[src/rtl/bufg_gt_div_pkg.sv]
// ---------------------------------------------------------------------------
// bufg_gt_div_pkg
// Shared constants for the GT clock-buffer simulation models.
//   DIV_W      : width of the run-time divide-ratio field (ratio = DIV+1).
//   SCOPE_*    : cell_kind codes that identify each primitive model.
//   CELL_KIND  : cell_kind of the GT buffer with divider (fed from the
//                reference-clock input buffer O/ODIV2, hence SCOPE_IQ).
// No ports.
// ---------------------------------------------------------------------------
package bufg_gt_div_pkg;

   localparam int DIV_W = 3;

   localparam int SCOPE_IBUF = 0;
   localparam int SCOPE_IQ   = 1;
   localparam int SCOPE_OQ   = 2;

   localparam int CELL_KIND  = SCOPE_IQ;

endpackage : bufg_gt_div_pkg

[src/rtl/bufg_gt_div_ce_sync.sv]
// ---------------------------------------------------------------------------
// gt_ce_sync
// Parameterised-depth flop chain for a clock-enable input, with synchronous
// clear. STAGES = 0 makes it a pure pass-through. Shared by the CE inputs of
// the GT buffer models.
// Ports:
//   clk : sampling clock (posedge)
//   clr : synchronous active-high clear, forces every stage to 0
//   d   : asynchronous enable in
//   q   : enable delayed by STAGES clk edges
// ---------------------------------------------------------------------------
module gt_ce_sync #(
   parameter int STAGES = 2
) (
   input  logic clk,
   input  logic clr,
   input  logic d,
   output logic q
);

   generate
      if (STAGES == 0) begin : g_bypass
         assign q = d;
      end else begin : g_chain
         logic [STAGES-1:0] sr;

         always_ff @(posedge clk) begin
            if (clr) begin
               sr <= '0;
            end else begin
               sr[0] <= d;
               for (int i = 1; i < STAGES; i++) begin
                  sr[i] <= sr[i-1];
               end
            end
         end

         assign q = sr[STAGES-1];
      end
   endgenerate

endmodule : gt_ce_sync

[src/rtl/bufg_gt_div.sv]
// ---------------------------------------------------------------------------
// bufg_gt_div
// Simulation model of the GT clock buffer with integer divider (1..8).
// Ports:
//   I       : input clock, all state updates on posedge I
//   CLR     : synchronous active-high reset (sampled on posedge I)
//   CE      : clock enable, active-high, passes through CE_SYNC_STAGES flops
//   CEMASK  : 1 = CE ignored and treated as 1
//   CLRMASK : 1 = CLR ignored and treated as 0
//   DIV     : divide ratio minus one, latched only at period boundaries
//   O       : divided, gated output clock
// Divide-by-N (N>1): ceil(N/2) high cycles then floor(N/2) low cycles.
// Divide-by-1: O = I gated by an enable captured on negedge I, so the gate
// only moves while I is low and no runt pulse can appear.
// ---------------------------------------------------------------------------
module bufg_gt_div
   import bufg_gt_div_pkg::*;
#(
   parameter int   CE_SYNC_STAGES = 2,
   parameter logic O_INIT         = 1'b0
) (
   input  logic             I,
   input  logic             CLR,
   input  logic             CE,
   input  logic             CEMASK,
   input  logic             CLRMASK,
   input  logic [DIV_W-1:0] DIV,
   output logic             O
);

   logic             clr_e;
   logic             ce_s;
   logic             ce_e;
   logic [DIV_W-1:0] div_q;
   logic [DIV_W-1:0] cnt;
   logic [DIV_W-1:0] hi;
   logic             o_q;
   logic             ce_n;
   logic             rst_q;
   logic             boundary;

   assign clr_e = CLR & ~CLRMASK;

   gt_ce_sync #(
      .STAGES (CE_SYNC_STAGES)
   ) u_ce_sync (
      .clk (I),
      .clr (clr_e),
      .d   (CE),
      .q   (ce_s)
   );

   assign ce_e = ce_s | CEMASK;

   // (div_q+2)>>1 rewritten as (div_q>>1)+1 so it fits DIV_W bits.
   assign hi       = (div_q >> 1) + DIV_W'(1);
   assign boundary = (cnt == div_q);

   always_ff @(posedge I) begin
      rst_q <= clr_e;
      if (clr_e) begin
         cnt   <= '0;
         div_q <= DIV;
         o_q   <= O_INIT;
      end else if (ce_e) begin
         if (div_q == '0) begin
            // Every edge is a boundary at N=1; keep cnt parked at 0 so the
            // normal rule starts cleanly if DIV moves away from 0.
            cnt   <= '0;
            o_q   <= 1'b0;
            div_q <= DIV;
         end else begin
            o_q <= (cnt < hi);
            if (boundary) begin
               cnt   <= '0;
               div_q <= DIV;
            end else begin
               cnt <= cnt + DIV_W'(1);
            end
         end
      end
   end

   // Divide-by-1 gate, captured while I is low.
   always_ff @(negedge I) begin
      if (clr_e) begin
         ce_n <= 1'b0;
      end else begin
         ce_n <= ce_e;
      end
   end

   // rst_q forces O_INIT from the reset edge even in divide-by-1 mode, where
   // ce_n would otherwise only clear on the following falling edge.
   assign O = rst_q ? O_INIT : ((div_q == '0) ? (I & ce_n) : o_q);

endmodule : bufg_gt_div

[config.mk]
export PLATFORM = sky130hd
export DESIGN_NAME = bufg_gt_div
export DESIGN_NICKNAME = d
export VERILOG_FILES = /design/src/rtl/bufg_gt_div_pkg.sv /design/src/rtl/bufg_gt_div_ce_sync.sv /design/src/rtl/bufg_gt_div.sv
export SDC_FILE = /design/constraint.sdc
export NUM_CORES = 1
export LEC_CHECK = 0
export BUFFER_PORTS_ARGS = -buffer_cell sky130_fd_sc_hd__clkbuf_2
export CORE_AREA = 2 2 39 41
export DETAILED_ROUTE_END_ITERATION = 12
export DIE_AREA = 0 0 41 43
export HOLD_SLACK_MARGIN = 0.12
export SLEW_MARGIN = 5
export SYNTH_ARGS = -nofsm -noshare
export SYNTH_HDL_FRONTEND = slang
export SYNTH_SLANG_ARGS = --single-unit
[constraint.sdc]
create_clock -name I -period 1.7 [get_ports I]
set_input_delay 0.425 -clock I [delete_from_list [all_inputs] [get_ports I]]
set_output_delay 0.425 -clock I [all_outputs]
set_load 0.1 [all_outputs]
-- After elaboration in Yosys (flattened, before gate mapping)
Cells that the tools add are included.
- memories kept: 0
- bits in writable memories: 0
- register bits after elaboration: 11
- bits in read-only memories: 0
- logic and storage cells: 27
- bits of input ports: 8
- latch bits: 0
- equal/unequal tests: 1
- multiply operators: 0
- shifts and indexed selects: 0
- bitwise gates (word level): 4
- muxes and demuxes: 9
- magnitude comparators: 1
- add/sub/neg operators: 2
- divide/modulo/power cells: 0
- reduce and logical (&&, ||, !) cells: 4
- operators with widths (kind ; number):
    $mux W3 ; 6
    $add A2 B1 Y3 const B ; 1
    $add A3 B1 Y3 const B ; 1
    $eq A3 B3 Y1 ; 1
    $logic_not A3 Y1 ; 1
    $lt A3 B3 Y1 ; 1
    $mux W1 ; 3
    $reduce_bool A3 Y1 ; 1
    $and A1 B1 Y1 ; 2
    $reduce_and A2 Y1 ; 1
    $reduce_bool A2 Y1 ; 1
    $not A1 Y1 ; 1
    $or A1 B1 Y1 ; 1

-- Logic depth before layout (Yosys ltp)
- word-level depth: 5
- gate-level depth with buffers: 7
- depth with buffers taken out: 7

-- Cells and area by module
Synthesis repeated with hierarchy kept, for this count alone.
- cells, all modules: 66
- area, all modules: 605.6 µm²
- modules (own cells, without submodules) (module ; area an instance (µm²) ; instances ; cells an instance ; seq. area each (µm²)):
    bufg_gt_div ; 553.0 ; 1 ; 62 ; 210.2
    gt_ce_sync ; 52.6 ; 1 ; 4 ; 40.0

==> flow_summary.toml <==
[yosys]
synth_top_flop_cell = "dfxtp_1"
syn_inst = 56
yosysMostFrequentCell = "dfxtp_1"
ys_types = 24
synth_seq_cells = 11
synth_top_area_share = 0.296
synth_warnings = 0
ys_seq_area_frac = 0.462
avgSynthCellArea_um2 = 9.67
synth_edf_count = 3
netlist_area_um2 = 542
synth_area_leader_cell = "dfxtp_1"
async_flop_share = 0
synth_common_cells = "dfxtp_1 (8), inv_1 (5)"
syn_nets = 68
yosys-top-cells-area = "dfxtp_1 (30%), edfxtp_1 (17%), ha_1 (9.2%)"

[setup_path]
reg2reg_depth = 9
crit_path_max_fanout = 1
r2r_slack_ns = -0.05
start_kind = "flip-flop"
crit_arrival_ns = 2.03
cp.required_ns = 1.27
r2r_start = "div_q[1]"
path_class = "flip-flop to output pin"
rr_endpoint = "o_q"
worst_setup_path_end_kind = "output pin"

[layout]
areaGrowthSynthToFinish_pct = 50.1
nets = 95
n_antenna_cell = 0
post-route-util = 0.588
drive_gt1_frac = 0.439
fin_cells = 98

[min_path]
hp-class = "primary input to flip-flop"
worst_hold_startpoint = "DIV[2]"
min_to = "div_q[2]"
whs_path_depth = 1

[placement]
portBuffers = 8
place_inst = 90
place_congestion = 0.661
place_hpwl_um = 767

[grt]
use_met2 = 0.197
gr-usage-all-layers = 0.150
grt_first_pass_wirelength_mm = 1.64
grt.busiest_layer = "met2"
grt_max_degree = 10
antenna_found_initial = 0
grtUsageMet1 = 0.153
grt_pass1_vias = 446
grt_overflow = 0
grt_use_met3 = 0.0681

[power_and_ir_drop]
p_leak_nw = 0.368
p_int_w = 0.000779
power.density_nw_per_um2 = 1430
power_frac_clock = 0.413
p_switching_w = 0.000386
p_sw_frac = 0.332
seq_power_share = 0.342
pwr-share-comb = 0.245
ir_drop_mv = 0.752

[drt]
postRouteWirelength_mm = 1.02
final_antenna_net_count = 0
vias = 494
drt_iter0_markers = 4
via_per_inst = 5.04
wl_per_cell_um = 10.4
drt_first_pass_iters = 4
drc_errors = 0

[sta]
finalSetupTns_ns = -0.925
worst_slack_ns = -0.754
rsz0062_at_grt = "yes"
hold_ws_ns = 0.221
maxSlewViolCount = 0
hold_viol = 0
finalSetupViolations = 7
clock-skew-final_ns = 0.0692
worstMarginPinSlew_ns = 0.324
slew_headroom = 0.783

[floorplanning]
coreArea_um2 = 1380
die_area_um2 = 1760
io_pins = 9
die_h_um = 43
initial_core_util = 0.392
fp.dieW_um = 41
num_rows = 14

[clocking]
path_clk_slew_ns = 0.07
cts_tree = "yes"
insertion_delay_ns = 0.44
cts_hold_buf = 0

[run_status]
violations = "negative setup slack"
status = "finished with violations"

[flow_run]
drv_cap = 0
-- flip-flops by register name, summed over array words and instances (netlist names) --
name / count
cnt: 3
div_q: 3
u_ce_sync.g_chain.sr: 2
ce_n: 1
o_q: 1
rst_q: 1
-- how the worst max path moves through the flow --
stage / start / end / slack, ns / cells after the start
global route: ce_n / O / -0.81 / 3
CTS: ce_n / O / -0.77 / 3
finish: ce_n / O / -0.75 / 3
floorplan: ce_n / O / -0.52 / 2
global placement: ce_n / O / -0.51 / 3
detailed placement: ce_n / O / -0.53 / 3
-- layer usage --
layer / part of all wire / wire (µm)
met5: 0 / 0
met2: 0.50 / 514
met3: 0.033 / 34
met1: 0.44 / 453
met4: 0.019 / 19
-- kinds of logic (layout without fill, tap and decap cells) --
logic type | Yosys count | in the layout | share of synthesized area
and+or+nand+nor | 19 | 19 | 0.203
muxes | 1 | 1 | 0.0185
DFF | 11 | 11 | 0.462
buffers and inverters | 5 | 31 | 0.0346
xor gates and xnor gates | 1 | 1 | 0.0162
adders and majority gates | 4 | 4 | 0.0924
AOI/OAI and AO/OA | 15 | 15 | 0.173
-- cell usage in the layout, fill, tap and decap left out, types with 2 or more instances in the layout --
master    instances
a21oi_1           2
a31oi_1           2
and2_1            2
buf_4            10
clkbuf_2          7
clkbuf_4          6
dfxtp_1           7
edfxtp_1          3
ha_1              4
inv_1             4
nand2_1           2
nor2_1            3
nor2_2            2
nor3_1            3
o21a_1            2
o21ai_1           3
-- what timing repair did --
item,4_1_cts,5_1_grt
setup buffers,0,1
endpoints found under the setup margin,6,8
pin swaps,1,3
resized for setup,9,1
-- worst max-delay path, stage by stage, from the launching register on --
cell,delay (ns)
dfxtp_2,0.31
nand3_2,0.07
a21oi_4,0.14
clkbuf_16,0.21
-- through the flow --
| step | setup WS [ns] | area [µm²] | total power [W] |
|---|---|---|---|
| 2_1_floorplan | -0.523 | 573 | 0.000653 |
| 3_3_place_gp | -0.513 | 708 | 0.000754 |
| 3_5_place_dp | -0.526 | 708 | 0.000768 |
| 4_1_cts | -0.774 | 806 | 0.00118 |
| 5_1_grt | -0.807 | 813 | 0.00124 |
| 6_report | -0.754 | 813 | 0.00117 |
-- power by group through the flow --
| stage | clock, W | sequential, W | combinational (W) |
|---|---|---|---|
| 2_1_floorplan | 0.0000876 | 0.000391 | 0.000174 |
| 3_3_place_gp | 0.0000944 | 0.000397 | 0.000263 |
| 3_5_place_dp | 0.0000944 | 0.000398 | 0.000276 |
| 4_1_cts | 0.000494 | 0.000401 | 0.000282 |
| 5_1_grt | 0.000510 | 0.000407 | 0.000327 |
| 6_report | 0.000481 | 0.000399 | 0.000285 |
-- cell type report --
class	instances	area, µm²
Clock buffer	7	70.1
Timing Repair Buffer	18	121
Multi-Input combinational cell	40	314
Inverter	4	15.0
Sequential cell	11	251
Clock inverter	2	21.3
Tap cell	16	20.0
Fill cell	121	571
Note: power is estimated with default switching activity, not from simulation.
